$ cat src/rtl/pad_frame_sched_pkg.sv
// Shared definitions for the padding-frame scheduler: FSM encoding and
// the frame-length helper used to size the beat counter.
package pad_frame_sched_pkg;

  typedef enum logic [1:0] {
    ST_IDLE   = 2'd0,
    ST_STREAM = 2'd1,
    ST_DRAIN  = 2'd2
  } state_t;

  // Beats in one unpadded square frame.
  function automatic int frame_beats(input int size);
    return size * size;
  endfunction

endpackage

$ cat src/rtl/rr_arb2.sv
// Two-way round-robin arbiter. The pointer names the requester that wins a
// tie; it moves to the other requester whenever the owner finishes a frame.
module rr_arb2 (
  input  logic       clk,
  input  logic       rst,
  input  logic [1:0] req,
  input  logic       update,
  input  logic       last,
  output logic [1:0] gnt,
  output logic       ptr
);

  always_ff @(posedge clk) begin
    if (rst) begin
      ptr <= 1'b0;
    end else if (update) begin
      ptr <= ~last;
    end
  end

  always_comb begin
    gnt = 2'b00;
    case (req)
      2'b01:   gnt = 2'b01;
      2'b10:   gnt = 2'b10;
      2'b11:   gnt = ptr ? 2'b10 : 2'b01;
      default: gnt = 2'b00;
    endcase
  end

endmodule

$ cat src/rtl/pad_frame_sched.sv
// Grants the shared padding datapath to one of two requesters for a whole
// frame, paces beats with an optional idle gap, and waits for the frame to drain.
module pad_frame_sched
  import pad_frame_sched_pkg::*;
#(
  parameter int N       = 8,
  parameter int CHANNEL = 3,
  parameter int SIZE    = 32,
  parameter int MIN_GAP = 0
) (
  input  logic                 clk,
  input  logic                 rst,
  input  logic                 s0_req,
  input  logic                 s1_req,
  input  logic                 s0_vld,
  input  logic                 s1_vld,
  input  logic [CHANNEL*N-1:0] s0_din,
  input  logic [CHANNEL*N-1:0] s1_din,
  output logic                 s0_rdy,
  output logic                 s1_rdy,
  output logic                 pad_vld,
  output logic [CHANNEL*N-1:0] pad_din,
  input  logic                 pad_end,
  output logic [1:0]           grant,
  output logic                 frame_done,
  output logic [1:0]           fsm_state
);

  localparam int BEATS = frame_beats(SIZE);
  localparam int CW    = $clog2(BEATS) + 1;
  localparam int GW    = (MIN_GAP > 0) ? $clog2(MIN_GAP + 1) : 1;
  localparam logic [CW-1:0] LAST_BEAT = CW'(BEATS - 1);
  localparam logic [GW-1:0] GAP_LOAD  = GW'(MIN_GAP);

  state_t              state;
  logic [CW-1:0]       beat_cnt;
  logic [GW-1:0]       gap_cnt;
  logic                sticky;
  logic [1:0]          arb_gnt;
  logic                arb_ptr;
  logic                gap_zero;
  logic                hs;
  logic                drain_exit;
  logic [CHANNEL*N-1:0] sel_din;

  // Handshake: a beat moves when sX_vld and sX_rdy are both high on a rising
  // edge. rdy never depends on vld, so a requester may hold vld freely and an
  // unaccepted beat is simply not taken (nothing is buffered here).
  assign gap_zero   = (gap_cnt == '0);
  assign s0_rdy     = (state == ST_STREAM) && grant[0] && gap_zero;
  assign s1_rdy     = (state == ST_STREAM) && grant[1] && gap_zero;
  assign hs         = (s0_rdy && s0_vld) || (s1_rdy && s1_vld);
  assign sel_din    = grant[1] ? s1_din : s0_din;
  assign drain_exit = (state == ST_DRAIN) && sticky && pad_end;
  assign fsm_state  = state;

  rr_arb2 u_arb (
    .clk    (clk),
    .rst    (rst),
    .req    ({s1_req, s0_req}),
    .update (drain_exit),
    .last   (grant[1]),
    .gnt    (arb_gnt),
    .ptr    (arb_ptr)
  );

  always_ff @(posedge clk) begin
    if (rst) begin
      state      <= ST_IDLE;
      grant      <= 2'b00;
      pad_vld    <= 1'b0;
      pad_din    <= '0;
      frame_done <= 1'b0;
      beat_cnt   <= '0;
      gap_cnt    <= '0;
      sticky     <= 1'b0;
    end else begin
      pad_vld    <= hs;
      frame_done <= 1'b0;
      if (hs) begin
        pad_din <= sel_din;
      end

      // The gap counter runs in every state so pacing survives a short drain.
      if (hs) begin
        gap_cnt <= GAP_LOAD;
      end else if (!gap_zero) begin
        gap_cnt <= gap_cnt - 1'b1;
      end

      case (state)
        ST_IDLE: begin
          if (pad_end && (s0_req || s1_req)) begin
            grant    <= arb_gnt;
            sticky   <= 1'b0;
            beat_cnt <= '0;
            state    <= ST_STREAM;
          end
        end

        ST_STREAM: begin
          if (!pad_end) begin
            sticky <= 1'b1;
          end
          if (hs) begin
            if (beat_cnt == LAST_BEAT) begin
              beat_cnt <= '0;
              state    <= ST_DRAIN;
            end else begin
              beat_cnt <= beat_cnt + 1'b1;
            end
          end
        end

        ST_DRAIN: begin
          // pad_end must have been seen low before a high level means "drained".
          if (drain_exit) begin
            frame_done <= 1'b1;
            grant      <= 2'b00;
            state      <= ST_IDLE;
          end else if (!pad_end) begin
            sticky <= 1'b1;
          end
        end

        default: begin
          grant <= 2'b00;
          state <= ST_IDLE;
        end
      endcase
    end
  end

endmodule

$ cat config.mk
export PLATFORM = sky130hd
export DESIGN_NAME = pad_frame_sched
export DESIGN_NICKNAME = d
export VERILOG_FILES = /design/src/rtl/pad_frame_sched_pkg.sv /design/src/rtl/rr_arb2.sv /design/src/rtl/pad_frame_sched.sv
export SDC_FILE = /design/constraint.sdc
export NUM_CORES = 1
export LEC_CHECK = 0
export ABC_AREA = 1
export CAP_MARGIN = 20
export CORE_MARGIN = 2
export CORE_UTILIZATION = 35
export DETAILED_ROUTE_END_ITERATION = 7
export GPL_TIMING_DRIVEN = 0
export PLACE_DENSITY = 0.67
export SLEW_MARGIN = 30
export SYNTH_ARGS = -nofsm -noshare
export SYNTH_HDL_FRONTEND = slang
export SYNTH_SLANG_ARGS = --single-unit
$ cat constraint.sdc
create_clock -name clk -period 1.7 [get_ports clk]
set_clock_uncertainty 0.1 [all_clocks]
set_input_delay 0.17 -clock clk [delete_from_list [all_inputs] [get_ports clk]]
set_output_delay 0.17 -clock clk [all_outputs]
set_load 0.03 [all_outputs]
**Word level (Yosys, flattened, before mapping)**

Index checks and enable logic that the tools add are counted.

- Register bits after elaboration: 44
- Input bits: 55
- Output and inout port bits: 32
- Word-level logic and storage cells: 65

- Add/sub/neg operators: 2
- Equal/unequal tests: 11
- Mux-type cells: 19
- Bitwise operators: 4
- Reduce and logical (&&, ||, !) cells: 20

Operator list:

| kind | count |
|---|---|
| 2-to-1 mux 11 bit | 3 |
| 2-to-1 mux 24 bit | 1 |
| one-hot mux 11 bit (2 select lines) | 1 |
| one-hot mux 2 bit (3 select lines) | 3 |
| 2-to-1 mux 2 bit | 6 |
| adder 11 x 1 -> 11 bit (second input constant) | 1 |
| equality test 11 x 10 -> 1 bit (second input constant) | 1 |
| logical AND 1 bit | 9 |
| AND reduction 3 bit | 3 |
| inequality test 2 bit (second input constant) | 4 |
| equality test 2 bit (second input constant) | 3 |
| equality test 2 x 1 -> 1 bit (second input constant) | 2 |
| 2-to-1 mux 1 bit | 4 |
| inverter 1 bit | 4 |
| AND reduction 4 bit | 1 |
| one-hot mux 1 bit (3 select lines) | 1 |
| nonzero test 3 bit | 1 |
| OR reduction 3 bit | 1 |
| logical NOT 2 bit | 1 |
| logical OR 1 bit | 2 |
| inequality test 2 x 1 -> 1 bit (second input constant) | 1 |
| nonzero test 2 bit | 1 |
| OR reduction 2 bit | 1 |
| subtractor 1 bit (second input constant) | 1 |

**Depth between registers and ports, before layout**

Gate-level depths: netlist (run 1).

- Word-level depth: 7
- Mapped depth: 10
- Depth with buffers taken out: 9

**Cells and area by module**

A second synthesis (run 1) with hierarchy kept.

- Cells, all modules: 309
- Area, all modules: 2,174.6 um^2

By module, submodules not included:

| module | times used | cells an instance | area each (um^2) | sequential area each (um^2) |
|---|---|---|---|---|
| pad_frame_sched | 1 | 298 | 2,115.8 | 860.8 |
| rr_arb2 | 1 | 11 | 58.8 | 20.0 |

**Worst setup path before layout (run 1)**

Ideal clock, no wire load.

- Kind: reg-to-reg
- Start point: reg state[1], in the netlist fsm_state[1]
- End point: reg beat_cnt[8]
- Setup time: 0.113 ns
- Arrival time: 1.552 ns
- Data required time: 1.487 ns
- Setup slack: -0.065 ns
- Cell stages (with the launch flop): 11
- Path buffers: 2
- Period minus slack after synthesis: 1.765 ns
- Path through: dfxtp_1 -> inv_1 -> ha_1 -> buf_4 -> nand4_2 -> nand3_2 -> nand2_4 -> buf_6 -> o21bai_4 -> nand2_1 -> nor2_1

- Word-level cells in the longest chain between the ends: 7
- Elaborated cells between the ends (all ways): 14
- Classes of those cells: 3 x eq/ne; 1 x mux; 10 x reduce/logical

Ends and longest elaborated chain:

| item | RTL line | RTL |
|---|---|---|
| start, declared | pad_frame_sched.sv:35 | `state_t state;` |
| start signal, assigned | pad_frame_sched.sv:69 | `state <= ST_IDLE;` |
| start signal, assigned | pad_frame_sched.sv:97 | `state <= ST_STREAM;` |
| start signal, assigned | pad_frame_sched.sv:108 | `state <= ST_DRAIN;` |
| equality test 2 x 1 -> 1 bit | pad_frame_sched.sv:50, pad_frame_sched.sv:51, pad_frame_sched.sv:91 |  |
| logical AND 1 bit, on equally long branches (2 in a row) | pad_frame_sched.sv:50, pad_frame_sched.sv:51 |  |
| logical AND 1 bit | pad_frame_sched.sv:52 | `assign hs = (s0_rdy && s0_vld) \|\| (s1_rdy && s1_vld);` |
| logical OR 1 bit | pad_frame_sched.sv:52 |  |
| inequality test 2 bit (no source line) | n/a |  |
| AND reduction 3 bit (no source line) | n/a |  |
| end signal, assigned | pad_frame_sched.sv:110 | `beat_cnt <= beat_cnt + 1'b1;` |
| end, declared | pad_frame_sched.sv:36 | `logic [CW-1:0] beat_cnt;` |

Several ways; a longest one is shown, not always the timed one.
A chain may end at the register's enable or synchronous reset.

**Worst setup path in the final report (run 1)**

- Start point: reg pad_din[1]
- End point: out pad_din[1]

RTL lines:

| item | RTL line | RTL |
|---|---|---|
| start, declared | pad_frame_sched.sv:22 | `output logic [CHANNEL*N-1:0] pad_din,` |
| start signal, assigned | pad_frame_sched.sv:81 | `pad_din <= sel_din;` |

No word-level cell between the ends.

==> results of run 1 <==
-- flip-flops by register name (all words and copies together), names as in the netlist --
register,flops
sticky,1
grant,2
frame_done,1
pad_vld,1
beat_cnt,11
pad_din,24
u_arb.ptr,1
gap_cnt,1
fsm_state,2
-- worst min path at each step --
stage / start / endpoint / slack [ps] / cells past startpoint
2_1_floorplan: s0_din[0] / pad_din[0]$_SDFFE_PP0P_ / 230 / 2
3_3_place_gp: sticky$_SDFFE_PP0P_ / sticky$_SDFFE_PP0P_ / 350 / 2
3_5_place_dp: u_arb.ptr$_SDFFE_PP0P_ / u_arb.ptr$_SDFFE_PP0P_ / 360 / 2
4_1_cts: rst / beat_cnt[4]$_SDFFE_PP0P_ / 80 / 2
5_1_grt: rst / frame_done$_SDFF_PP0_ / 90 / 2
6_report: rst / beat_cnt[4]$_SDFFE_PP0P_ / 80 / 2
-- stage by stage --
| stage | hold WS, ps | instance area [um^2] | std cells | worst slack [ps] | utilization |
|---|---|---|---|---|---|
| final | 78.45 | 3209 | 465 | 68.89 | 0.5453 |
| after global routing | 85.49 | 3209 | 465 | -42.48 | 0.5453 |
| after CTS | 80.54 | 3174 | 464 | 3.882 | 0.5393 |
| after detailed placement | 364.8 | 3067 | 456 | -309.4 | 0.5210 |
| after global placement | 352.4 | 3067 | 456 | -311.5 | 0.5210 |
| after floorplan | 230.1 | 2122 | 296 | 69.95 | - |
-- cells by family (layout without fill, tap and decap cells) --
group,Yosys count,in the layout
simple gates,140,140
flops,44,44
other cells,1,1
fa+ha+maj,5,5
compound gates,71,71
xor+xnor,2,2
buf+inv,33,127
-- power breakdown --
group,switching (mW),total (mW),internal [mW]
Sequential,0.0761,1.21,1.14
Clock,0.367,0.698,0.331
Combinational,1.01,1.67,0.660
-- final cells by class --
| cell class | count | area, um^2 |
|---|---|---|
| Buffer | 17 | 116.4 |
| Fill cell | 576 | 2676 |
| Inverter | 16 | 60.06 |
| Tap cell | 75 | 93.84 |
| Clock inverter | 1 | 7.507 |
| Clock buffer | 7 | 86.33 |
| Sequential cell | 44 | 883.3 |
| Timing Repair Buffer | 86 | 854.6 |
| Multi-Input combinational cell | 219 | 1107 |
-- metal layers --
layer  wire, um  vias to the layer above
met3        689                        6
met4         63                        0
met5          0                        -
met2       2595                       73
li1           -                     1167
met1       2544                      975
-- cells in the final DEF (no fill, tap or decap), types with 2 or more instances in the layout --
master and count:
clkbuf_1 5, dfxtp_1 42, buf_4 9, buf_6 3
ha_1 3, a21oi_1 12, o21ai_0 30, nor3_1 2
clkbuf_8 6, a31oi_1 24, nand2_1 91, inv_2 3
dfxtp_2 2, buf_2 3, xnor2_1 2, ha_2 2
nand3_1 8, inv_1 13, nor2_2 2, nand3_2 2
clkdlybuf4s50_1 81, nor2_1 26, nand4_1 3, o21bai_1 2
-- what timing repair did --
action,CTS,global route
setup endpoints to repair,27,41
pin swaps,0,0
buffers inserted,0,1
resized for setup,20,11
==> impl_metrics.yaml, run 1 <==
run_status:
  status: "finished, final reports clean"
placed_design:
  io_buffers: 85
  globalplace.congestion: 0.8205
  dp_hpwl_um: 4474
worst_setup_path:
  slowest_stage: "clkdlybuf4s50_1"
  critPathLaunchType: "flip-flop"
  endpoint_kind: "output pin"
  slowest_delay_ps: 700
  crit_fanout: 2
  r2r_setup_slack_ps: 90
  r2r_cells: 7
  crit_start: "pad_din[1]$_SDFFE_PP0P_"
  reg2reg_from: "fsm_state[1]$_SDFFE_PP0P_"
  cp-endpoint: "pad_din[1]"
  crit_buf_inv: 1
  worstPathArrival_ps: 1360
  worstPathRequired_ps: 1430
  r2r-end: "pad_din[8]$_SDFFE_PP0P_"
  cp_top_family: "buffers and inverters"
  path_depth: 1
  crit_chain: "clkdlybuf4s50_1"
  crit_type: "flip-flop to output pin"
synth:
  yosysTopAreaCell: "dfxtp_1"
  synth_top_family_by_area: "simple AND/OR/NAND/NOR gates"
  synth-xor-area-share: 0.008264
  ys_async_sr_fraction: 0
  postSynthAreaPerCell_um2: 7.161
  synthesis.area_um2: 2120
  synth_edf_count: 0
  syn_inst: 296
  synth_simple_gate_area_frac: 0.2769
  synth_adder_area_share: 0.02952
  yosysUniqueCellTypes: 27
  ys_seq_area_frac: 0.4156
  ys.flop_type: "dfxtp_1"
  syn_nets: 356
  ys_ff_latch: 44
  synth_most_common_cell: "nand2_1"
  synth_commonest_cells: "92 x nand2_1, 44 x dfxtp_1, 30 x o21ai_0, 27 x nor2_1, 24 x a31oi_1"
  ys_warn_count: 0
  synth_top_cells_by_area: "dfxtp_1 42%, nand2_1 16%, a31oi_1 7.1%"
  muxShareOfSynthArea: 0
  synth_compound_area_frac: 0.1924
  synth.top_cell.area_share: 0.4156
global_route:
  track_usage: 0.1852
  met3_usage: 0.1022
  grt_pass1_vias: 2057
  grt_first_pass_wirelength_um: 9508
  grt_use_met2: 0.2846
  use_met1: 0.2208
  grt-ovfl-total: 0
  grt_max_degree: 14
  antenna_found_initial: 0
  grt.busiest_layer: "met2"
sta:
  finalSetupTns_ps: 0
  period_minus_slack_ps: 1631
  finalMaxSlewViolations: 0
  fmax_mhz: 613.1
  setup_viol: 0
  period_share: 0.9595
  rsz0062_at_grt: "yes"
  hold_violations: 0
power:
  ir_worst_vdd_uv: 496.4
  powerDensity_nw_per_um2: 1115
  total_power_mw: 3.577
  p_leak_nw: 1.276
final_layout:
  final_nets: 449
  diodes: 0
  syn_to_final_growth_pct: 51.42
  drive_above_1_share: 0.1051
clock_network:
  cts_sinks: 44
  cts_max_level: 2
  numCtsBuffers: 5
  cts_tree: "built"
  clk_latency_ps: 300
  clkSlewWorstSetupHoldPaths_ps: 90
  max-clock-path-buffers: 2
  cts_hold_buf: 0
  clockRootBuffer: "clkbuf_8"
run:
  max_cap_viol_count: 0
route:
  wirelength_um: 5893
  viasPerCell: 4.776
  dr.pass1.iters: 4
  drtIter0Drc: 63
  vias: 2221
  route.detailed.wl_per_inst_um: 12.67
  drc: 0
  ant_nets: 0
floorplanning:
  start_util: 0.3601
  die_y_um: 81.82
  num_io_pins: 87
  die_area_um2: 6695
  core-area_um2: 5886
  die_w_um: 81.82
  num_rows: 28
worst_hold_path:
  min_path_type: "primary input to flip-flop"
Note: power is estimated with default switching activity, not from simulation.
==> inputs of run 2 (changes only) <==
GPL_ROUTABILITY_DRIVEN = 0   (was not set)
==> results of run 2 <==
Same layout as run 1: the final DEF is identical, and so are final timing and power.
